### src/rtl/eight_to_three_seq_encoder.sv
// eight_to_three_seq_encoder
//   Takes an 8-bit request vector over a valid/ready handshake. It then emits
//   the 3-bit index of each set bit, one index per output handshake, in fixed
//   priority order. An all-zero vector produces one beat flagged out_none.
//
// Parameters
//   MSB_FIRST  1: emit highest set index first; 0: emit lowest set index first
//
// Ports
//   clk        rising-edge clock
//   rst_n      asynchronous active-low reset
//   in_valid   in_req is valid
//   in_ready   block is idle and can accept a vector
//   in_req     request vector, bit k = request k
//   out_valid  out_idx/out_last/out_none are valid
//   out_ready  consumer accepts the current beat
//   out_idx    binary index of the current set bit
//   out_last   current beat is the final beat for this vector
//   out_none   accepted vector was all-zero (single beat, out_idx = 0)
module eight_to_three_seq_encoder #(
    parameter bit MSB_FIRST = 1'b1
) (
    input  logic       clk,
    input  logic       rst_n,
    input  logic       in_valid,
    output logic       in_ready,
    input  logic [7:0] in_req,
    output logic       out_valid,
    input  logic       out_ready,
    output logic [2:0] out_idx,
    output logic       out_last,
    output logic       out_none
);

    typedef enum logic [0:0] {
        IDLE = 1'b0,
        EMIT = 1'b1
    } state_t;

    state_t     state_q, state_d;
    logic [7:0] pend_q, pend_d;
    logic       none_q, none_d;

    // Output flops are loaded from the next-state values. The outputs therefore
    // describe the state being entered, with no combinational path from the
    // inputs to the outputs.
    logic       in_ready_q, in_ready_d;
    logic       out_valid_q, out_valid_d;
    logic [2:0] out_idx_q, out_idx_d;
    logic       out_last_q, out_last_d;
    logic       out_none_q, out_none_d;

    // Priority pick over a fixed 8 bits. In the MSB_FIRST case the ascending
    // loop lets the highest set bit win. In the other case the descending loop
    // lets the lowest set bit win.
    function automatic logic [2:0] pick_idx(input logic [7:0] vec);
        logic [2:0] idx;
        idx = '0;
        if (MSB_FIRST) begin
            for (int i = 0; i < 8; i++) begin
                if (vec[i]) idx = 3'(i);
            end
        end else begin
            for (int i = 7; i >= 0; i--) begin
                if (vec[i]) idx = 3'(i);
            end
        end
        return idx;
    endfunction

    function automatic logic is_onehot(input logic [7:0] vec);
        return (vec != 8'h00) && ((vec & (vec - 8'h01)) == 8'h00);
    endfunction

    always_comb begin
        // NOTE: every signal gets a default before the case. No path can leave
        // a signal unassigned, so no latch is inferred.
        state_d = state_q;
        pend_d  = pend_q;
        none_d  = none_q;

        unique case (state_q)
            IDLE: begin
                if (in_valid) begin
                    state_d = EMIT;
                    pend_d  = in_req;
                    none_d  = (in_req == 8'h00);
                end
            end
            EMIT: begin
                if (out_ready) begin
                    if (out_last_q) begin
                        state_d = IDLE;
                        pend_d  = 8'h00;
                        none_d  = 1'b0;
                    end else begin
                        pend_d = pend_q & ~(8'h01 << out_idx_q);
                    end
                end
            end
            default: begin
                state_d = IDLE;
                pend_d  = 8'h00;
                none_d  = 1'b0;
            end
        endcase

        in_ready_d  = (state_d == IDLE);
        out_valid_d = (state_d == EMIT);
        out_idx_d   = pick_idx(pend_d);
        out_last_d  = (state_d == EMIT) && (none_d || is_onehot(pend_d));
        out_none_d  = (state_d == EMIT) && none_d;
    end

    // NOTE: sequential state uses non-blocking assignments only. All flops
    // therefore update together on the edge, whatever order they are written in.
    always_ff @(posedge clk or negedge rst_n) begin
        if (!rst_n) begin
            state_q     <= IDLE;
            pend_q      <= 8'h00;
            none_q      <= 1'b0;
            in_ready_q  <= 1'b1;
            out_valid_q <= 1'b0;
            out_idx_q   <= 3'd0;
            out_last_q  <= 1'b0;
            out_none_q  <= 1'b0;
        end else begin
            state_q     <= state_d;
            pend_q      <= pend_d;
            none_q      <= none_d;
            in_ready_q  <= in_ready_d;
            out_valid_q <= out_valid_d;
            out_idx_q   <= out_idx_d;
            out_last_q  <= out_last_d;
            out_none_q  <= out_none_d;
        end
    end

    assign in_ready  = in_ready_q;
    assign out_valid = out_valid_q;
    assign out_idx   = out_idx_q;
    assign out_last  = out_last_q;
    assign out_none  = out_none_q;

endmodule

### config.mk
export PLATFORM = sky130hd
export DESIGN_NAME = eight_to_three_seq_encoder
export DESIGN_NICKNAME = d
export VERILOG_FILES = /design/src/rtl/eight_to_three_seq_encoder.sv
export SDC_FILE = /design/constraint.sdc
export NUM_CORES = 1
export LEC_CHECK = 0
export ABC_AREA = 1
export BUFFER_PORTS_ARGS = -buffer_cell sky130_fd_sc_hd__buf_2
export CAP_MARGIN = 5
export CORE_MARGIN = 2
export CORE_UTILIZATION = 25
export CTS_CLUSTER_DIAMETER = 150
export DETAILED_ROUTE_END_ITERATION = 12
export PLACE_DENSITY = 0.49
export RECOVER_POWER = 50
export SYNTH_ARGS = -nofsm -noshare
export SYNTH_HDL_FRONTEND = slang
export SYNTH_SLANG_ARGS = --single-unit
### constraint.sdc
create_clock -name clk -period 1.7 [get_ports clk]
set_input_delay 0.17 -clock clk [delete_from_list [all_inputs] [get_ports clk]]
set_output_delay 0.17 -clock clk [all_outputs]
set_load 0.01 [all_outputs]
======== Yosys cells after proc, flatten, opt, wreduce, memory -nomap -nowiden ========
Cells that the tools add are included.
word-level totals
  output and inout port bits .............. 7
  word-level logic and storage cells ...... 40
  input bits .............................. 12
  bits in registers ....................... 16
cells by class
  bitwise operators ....................... 5
  reductions and logical operators ........ 7
  shift operators ......................... 1
  mux-type cells .......................... 19
  add/sub/neg operators ................... 1
operator list
  kind                                              number
  two-way mux 8 bit                                 3
  two-way mux 3 bit                                 6
  AND 8 bit                                         2
  zero test 8 bit                                   2
  one-hot mux 8 bit (2 select lines)                1
  NOT 8 bit                                         1
  nonzero test 8 bit                                1
  left shift 1 x 3 -> 8 bit, first input constant   1
  subtractor 8 x 1 -> 8 bit, second input constant  1
  two-way mux 1 bit                                 7
  one-hot mux 1 bit (2 select lines)                2
  logical AND 1 bit                                 3
  NOT 1 bit                                         2
  logical OR 1 bit                                  1

======== Longest topological paths before layout ========
  depth in word-level cells ............... 13
  depth in mapped cells ................... 13
  depth with buffers taken out ............ 13

======== Worst setup path after synthesis ========
Ideal clock, no wire load.
  path kind ............................... flip-flop to flip-flop
  start ................................... register, netlist name out_valid
  end ..................................... register out_last_q (netlist: out_last)
  cell stages (with the launch flop) ...... 12
  data arrival time ....................... 1,265 ps
  setup time .............................. 117 ps
  path slack .............................. 318 ps
  required time ........................... 1,583 ps
  clock period less this slack ............ 1,382 ps
  buffers on the path ..................... 1
  cells stage by stage .................... dfrtp_1 buf_6 nand2_1 nor2_1 o21ai_1 nand2_2 nor2_1 nand2_1 nand2_1 nand2_1 nand3_1 nand2_1
RTL lines
  what                  RTL line  text
  to (signal assigned)  134       out_last_q <= out_last_d;
  to (decl)             50        logic out_last_q, out_last_d;

==> flow_summary.toml <==
[synthesis]
syn-cell-area_sq_um = 1006
synth_area_leaders = "dfrtp_1 37%, nand2_1 21%, nor2_1 8.6%"
syn_inst = 154
yosysTopAreaCell = "dfrtp_1"
synth_cell_types = 22
ys_seq_area_frac = 0.3993
syn_avg_cell_area_sq_um = 6.532
synth_fp_nets = 166
yosysTopAreaCellShare = 0.3731
ys_seq_elements = 16
yosys_warnings = 0

[drt]
vias_per_cell = 4.247
via_count = 964
routedWlPerCell_um = 10.94
wirelength_um = 2483
drtPass1Iterations = 4
antenna_left = 0
drc = 0
first_iter_violations = 51

[global_routing]
grt_pass1_wl_um = 4098
grt.overflow.total = 0
grt_max_degree = 17
antenna_found_initial = 0
grtUsageTotal = 0.1197
grt_pass1_vias = 963

[setup_path]
startpoint_type = "register"
crit_type = "reg -> reg"
r2r_start = "out_valid"
critPathRequiredTime_ps = 1890
cp_max_fo = 7
cp.arrival_ps = 1710
end_kind = "register"
crit_start = "out_valid"

[sta]
period_share = 0.8957
drv_slew = 0
rsz0062_at_grt = "false"
setup_viol = 0
hold_viol_final = 0
setup_tns_ps = 0
max_freq_ghz = 0.6567
min_period_ps = 1523
tightest_slew_ps = 890.7
timing.hold.ws_ps = 222.4
max-slew-margin-rel = 0.4062
fin_skew_ps = 2.221

[final_layout]
final_cell_mix = "57 x nand2_1, 22 x nor2_1, 18 x inv_1"
layout.nets = 190
finish.utilization = 0.3085
design_area_sq_um = 1216
num_antenna_cells = 0
post_route_cells_drive_above_1_share = 0.2090
final_common_cell = "nand2_1"
fillers = 451
area_growth_pct = 20.90

[floorplanning]
rows = 23
die_area_sq_um = 4547
core_area_sq_um = 3943
fp.dieH_um = 67.44
io_pins = 19
die_x_um = 67.44
initial_core_util = 0.2552

[clock_tree]
cts_buffers = 3
cts.sinks = 16
cts_root_buf = "clkbuf_8"
cts.path.max_buffers = 2
h-tree-depth = 1
clock_latency_ps = 250
clk_pin_slew_ps = 60
cts_tree = "done"

[place]
place_congestion = 0.7777
place_hpwl_um = 1970
placed_area_sq_um = 1147
port_buffers = 18

[worst_hold_path]
holdCritStartpoint = "in_req[0]"
hold_class = "in -> reg"

[job]
maxCapViolCount = 0

[pwr]
finalPower_mw = 2.091
cellPowerDensity_nw_per_um2 = 1719
ir_worst_vdd_mv = 0.3732
p_leak_nw = 0.6779

[status]
status = "complete, no violations"
synthesized netlist by cell type (all sizes together):
cell / count
a31oi: 1
o211ai: 1
a21oi: 3
nor2: 27
nand3: 9
nor4: 2
o31ai: 1
nand2: 61
buf: 2
dfrtp: 15
inv: 22
or2: 4
o21ai: 5
dfstp: 1
routing by layer:
layer	up-vias	GRT usage	wire length (um)
li1	515	-	-
met1	435	0.1393	1188
met2	12	0.2252	1203
met3	2	0.01500	65
met4	0	0.03827	25
met5	-	0	0
worst paths after layout:
kind | to | slack [ps] | depth (start not counted)
worst max-delay path | out_last | 180 | 9
worst min-delay path | none_q | 220 | 4
worst max register to register | out_last | 180 | 9
worst min register to register | none_q | 510 | 2
max in group asynchronous | out_valid | 530 | 2
min in group asynchronous | out_idx[0] | 560 | 2
critical path: stages, from the launching register on:
cell and delay, ps:
dfrtp_2 430, clkbuf_2 190, inv_2 80, nand3_1 110, nand2_2 100, nor2_2 170
nand2_2 90, o21ai_0 150, nand3_1 100, nand2_1 60
cell type report:
class	count	area, sq um	area share
multi-input cells	114	505.5	0.4156
flip-flops and latches	16	402.9	0.3313
well taps	50	62.56	0.05144
clock buffers	4	55.05	0.04527
repair buffers	21	107.6	0.08848
inverters	22	82.58	0.06790
kinds of logic (layout without fill, tap and decap cells):
kind of cell / Yosys count / after routing / share of synthesized area
AO/OA/AOI/OAI: 11 / 11 / 0.06468
buffers and inverters: 24 / 47 / 0.1007
AND/OR/NAND/NOR: 103 / 103 / 0.4353
flip-flops: 16 / 16 / 0.3993
state kept, by name, indices dropped and copies added, names as in the netlist:
register / count
pend_q: 8
out_idx: 3
in_ready: 1
none_q: 1
out_last: 1
out_none: 1
out_valid: 1
stage by stage:
step                      setup slack (ps)  cells
after CTS                            69.96    226
after floorplan                      318.1    154
final                                177.3    227
after global routing                 16.06    227
after detailed placement             97.31    221
after global placement               104.2    221
where the power goes:
group	internal, mW	total [mW]	switching [mW]
sequential	0.538	0.648	0.110
combinational	0.392	1.10	0.713
clock	0.205	0.338	0.133
timing repair:
action	in CTS	in global routing
gates resized for setup	0	3
endpoints found under the setup margin	0	1
hold buffers	1	0
buffers inserted	0	1
endpoints found under the hold margin	15	0
(Power assumes the default switching activity.)
